--- src/rtl/out_scan_ctrl.sv ---
// Digit-scan sequencer and frame-synchronous display registers for the
// 8-digit seven-segment output stage. Writes land in shadows and commit at frame end.
module out_scan_ctrl #(
   parameter int DIV   = 50000,
   parameter int DIV_W = 16
) (
   input  logic        clock,
   input  logic        reset,
   input  logic        wr_valid,
   output logic        wr_ready,
   input  logic        wr_slot,
   input  logic [15:0] wr_data,
   output logic [15:0] outval1,
   output logic [15:0] outval2,
   output logic [2:0]  sel,
   output logic        frame_tick
);

   logic [DIV_W-1:0] cnt;
   logic             tick;
   logic             frame_end;
   logic             accept;
   logic             pend1;
   logic             pend2;
   logic [15:0]      shadow1;
   logic [15:0]      shadow2;

   assign tick      = (cnt == DIV_W'(DIV - 1));
   assign frame_end = tick && (sel == 3'd7);

   // Handshake: a write transfers on any rising edge where wr_valid && wr_ready.
   // wr_ready depends only on the addressed slot's pend flag, never on wr_valid;
   // a stalled requester holds wr_slot/wr_data until the transfer happens.
   assign wr_ready = wr_slot ? ~pend2 : ~pend1;
   assign accept   = wr_valid && wr_ready;

   always_ff @(posedge clock or negedge reset) begin
      if (!reset) begin
         cnt <= '0;
      end else if (tick) begin
         cnt <= '0;
      end else begin
         cnt <= cnt + DIV_W'(1);
      end
   end

   always_ff @(posedge clock or negedge reset) begin
      if (!reset) begin
         sel        <= 3'd0;
         frame_tick <= 1'b0;
      end else begin
         frame_tick <= frame_end;
         if (tick) begin
            sel <= sel + 3'd1;
         end
      end
   end

   // A slot is never accepted while pending, so commit and accept of the same
   // slot cannot collide; an accept on the frame_end edge waits a full frame.
   always_ff @(posedge clock or negedge reset) begin
      if (!reset) begin
         outval1 <= 16'h0000;
         shadow1 <= 16'h0000;
         pend1   <= 1'b0;
      end else begin
         if (frame_end && pend1) begin
            outval1 <= shadow1;
            pend1   <= 1'b0;
         end
         if (accept && !wr_slot) begin
            shadow1 <= wr_data;
            pend1   <= 1'b1;
         end
      end
   end

   always_ff @(posedge clock or negedge reset) begin
      if (!reset) begin
         outval2 <= 16'h0000;
         shadow2 <= 16'h0000;
         pend2   <= 1'b0;
      end else begin
         if (frame_end && pend2) begin
            outval2 <= shadow2;
            pend2   <= 1'b0;
         end
         if (accept && wr_slot) begin
            shadow2 <= wr_data;
            pend2   <= 1'b1;
         end
      end
   end

endmodule

--- config.mk ---
export PLATFORM = sky130hd
export DESIGN_NAME = out_scan_ctrl
export DESIGN_NICKNAME = d
export VERILOG_FILES = /design/src/rtl/out_scan_ctrl.sv
export SDC_FILE = /design/constraint.sdc
export NUM_CORES = 1
export LEC_CHECK = 0
export BUFFER_PORTS_ARGS = -buffer_cell sky130_fd_sc_hd__clkbuf_2
export CAP_MARGIN = 15
export CORE_MARGIN = 2
export CORE_UTILIZATION = 60
export DETAILED_ROUTE_END_ITERATION = 10
export GPL_TIMING_DRIVEN = 1
export PLACE_DENSITY = 0.84
export SLEW_MARGIN = 20
export SYNTH_ARGS = -nofsm -noshare
export SYNTH_HDL_FRONTEND = slang
export SYNTH_SLANG_ARGS = --single-unit
--- constraint.sdc ---
create_clock -name clock -period 3.95 [get_ports clock]
set_clock_uncertainty 0.1 [all_clocks]
set_input_delay 0.79 -clock clock [delete_from_list [all_inputs] [get_ports clock]]
set_output_delay 0.79 -clock clock [all_outputs]
set_load 0.005 [all_outputs]
==> impl_metrics.csv <==
group,metric,value,unit
placement,portBuffers,56,
finish,final_nets,313,
route,postRouteAntennaNets,0,
sta,min_period_over_period,0.603,
synthesis,synth_top_area_share,0.615,
setup_path,endpoint_kind,"flop",
clock_network,cts.hold.buffers_added,0,
route,drtPass1Iterations,4,
clock_network,clk_latency,0.34,ns
finish,layout-drive-gt1-share,0.498,
sta,slew_headroom,0.393,
global_routing,met3_usage,0.0416,
synthesis,yosysUniqueCellTypes,34,
global_routing,grt_max_degree,87,
synthesis,yosysTopAreaCell,"dfrtp_1",
route,drt_iter0_drc,94,
placement,place.gp.congestion,0.739,
synthesis,syn_nets,250,
setup_path,required,4.07,ns
setup_path,path_cells,"or4bb_1 > nor4_4 > nand2_4 > mux2_4",
synthesis,synth_top_family_by_area,"multiplexers",
route,wire_per_inst,16.4,um
worst_hold_path,min_path_cells,1,
worst_hold_path,min_path_type,"flop to flop",
route,drc,0,
clock_network,cts_buffer_depth,2,
route,vias_per_cell,5.50,
setup_path,slowest_stage,"or4bb_1",
sta,maxSlewViolCount,0,
pwr,intPower,1590,uW
global_routing,antenna_found_initial,0,
clock_network,cts.htree.levels,3,
floorplanning,coreArea,5570,sq um
sta,period_minus_slack,2.38,ns
setup_path,cp_max_fo,16,
route,totalWireLength,6030,um
sta,rsz0062_at_grt,"no",
setup_path,slowest_delay,0.62,ns
sta,worst_pin_slew,0.908,ns
floorplanning,initial_core_util,0.628,
global_routing,grt_use_met2,0.333,
pwr,power_switching,449,uW
finish,num-fill-cells,350,
sta,final-hold-violation-count,0,
synthesis,yosys.area_share.simple,0.0790,
synthesis,avgSynthCellArea,15.4,sq um
pwr,seq_power_share,0.549,
finish,syn_to_final_growth,17.0,%
pwr,clock_power_share,0.351,
placement,place_worst_setup_slack,1.60,ns
setup_path,r2r_cells,4,
clock_network,clk_pin_slew,0.08,ns
clock_network,cts_buffers,9,
synthesis,synth_fa_ha_area_frac,0.0107,
finish,post_layout_nonfiller_instances,367,
route,vias,2019,
setup_path,critPathArrivalTime,2.51,ns
finish,antenna_cells,0,
status,run_status,"complete, no violations",
pwr,switching_share,0.220,
sta,setup_viol,0,
placement,post-dp-hpwl,3970,um
synthesis,synthTopCellsByArea,"dfrtp_1 (61%), mux2_2 (15%), mux2_4 (8.6%)",
global_routing,track_usage,0.209,
global_routing,busiest_layer,"met2",
synthesis,synth-seq-area-share,0.615,
placement,placedCellCount,351,
pwr,combPwrFrac,0.100,
sta,fin_tns_setup,0,ns
clock_network,tritoncts,"yes",
synthesis,ys_warn_count,0,
clock_network,post_cts_buffers,0,
finish,final_cell_mix,"dfrtp_1 (86), clkbuf_2 (55), mux2_2 (46), mux2_4 (20)",
sta,fin_ws,1.57,ns
clock_network,cts_num_sinks,86,
sta,fmax,0.420,GHz
synthesis,synthCells,227,
pwr,peakVddDrop,0.331,mV
global_routing,grt_pass1_wl,10000,um
synthesis,synth_compound_area_frac,0.0114,
sta,holdWs,0.383,ns
clock_network,ctsResizeCount,0,
pwr,p_per_area,498,nW/um^2
run,drv_cap,0,
synthesis,synthMuxAreaShare,0.237,
global_routing,met1_usage,0.285,
global_routing,grt_overflow,0,
global_routing,grt_pass1_vias,2047,
pwr,power.leakage,0.00210,uW
floorplanning,io_pins,57,
setup_path,critPathLaunchType,"flop",
finish,mostFrequentLayoutCell,"dfrtp_1",
synthesis,syn_area,3500,sq um
floorplanning,row_count,27,
synthesis,synth-xor-area-share,0.0325,
floorplanning,die_x,80.4,um
clock_network,cts-root-buf,"clkbuf_8",
setup_path,worstSetupPathType,"flop to flop",
floorplanning,die_h,80.4,um
synthesis,ys_ff_latch,86,
floorplanning,die_area,6460,sq um
## cells in the mapped netlist
cell type / n
or4_1: 1
o31ai_1: 1
or4bb_1: 1
or3_1: 2
ha_1: 3
or4b_4: 1
o21ai_0: 1
or4bb_4: 1
nand2_4: 2
a21o_1: 1
nand3_1: 7
clkbuf_1: 2
buf_2: 2
mux2i_1: 1
nand3b_1: 1
and4_1: 1
nand2_1: 4
nor3b_1: 1
inv_1: 3
dfrtp_1: 86
nor2b_1: 1
nor2_1: 9
nor4_4: 1
or2_2: 1
a21oi_1: 2
a21bo_2: 1
buf_6: 2
nor4_1: 3
nor3_1: 3
mux2_2: 46
nand4_1: 3
xnor2_1: 6
xor2_1: 7
mux2_4: 20
## worst max-delay path, delay by kind of cell (launching register included)
kind             cells  cell delay (ns)
AND/OR/NAND/NOR      3             1.35
flip-flops           1             0.44
multiplexers         1             0.37
## path summary, 6_finish.rpt
check                        start    endpoint  slack (ns)
min in group asynchronous    reset  shadow2[0]        0.40
max in group asynchronous    reset  shadow2[6]        2.87
setup reg to reg           cnt[12]  outval2[7]        1.57
hold reg to reg             cnt[0]      cnt[0]        0.38
setup / recovery           cnt[12]  outval2[7]        1.57
hold / removal              cnt[0]      cnt[0]        0.38
## power groups by stage
stage	sequential, uW	combinational (uW)	clock (uW)
after floorplan	1110	155	0
after global placement	1130	195	0
after detailed placement	1140	207	0
after CTS	1120	209	729
after global routing	1140	226	769
final	1120	204	716
## state kept, by name, summed over array words and instances (netlist names)
register and count:
pend1 1, outval2 16, frame_tick 1, cnt 16
shadow1 16, sel 3, outval1 16, shadow2 16
pend2 1
## area by class of cell
cell class / count / area [sq um] / area share
multi-input cells: 132 / 1300 / 0.318
inverters: 3 / 11.3 / 0.00275
clock buffers: 10 / 128 / 0.0312
well taps: 72 / 90.1 / 0.0220
repair buffers: 58 / 302 / 0.0737
flip-flops and latches: 86 / 2150 / 0.526
clock inverters: 6 / 110 / 0.0269
## kinds of logic after synthesis
kind of cell    Yosys count
compound gates            6
xor+xnor                 13
flops                    86
fa+ha+maj                 3
mux                      67
buf+inv                   9
simple gates             43
## through the flow
stage               cell area [sq um]  power [uW]  utilization
floorplan                        3500        1270            -
global placement                 3850        1320        0.691
detailed placement               3850        1350        0.691
CTS                              4090        2060        0.734
global route                     4090        2140        0.734
finish                           4090        2040        0.734
## layer usage
layer,vias to the layer above,share of wire
met2,43,0.50
met4,0,0.017
met5,-,0
met1,1036,0.45
li1,928,-
met3,12,0.035
No activity file was read; power rests on OpenSTA's default activity.
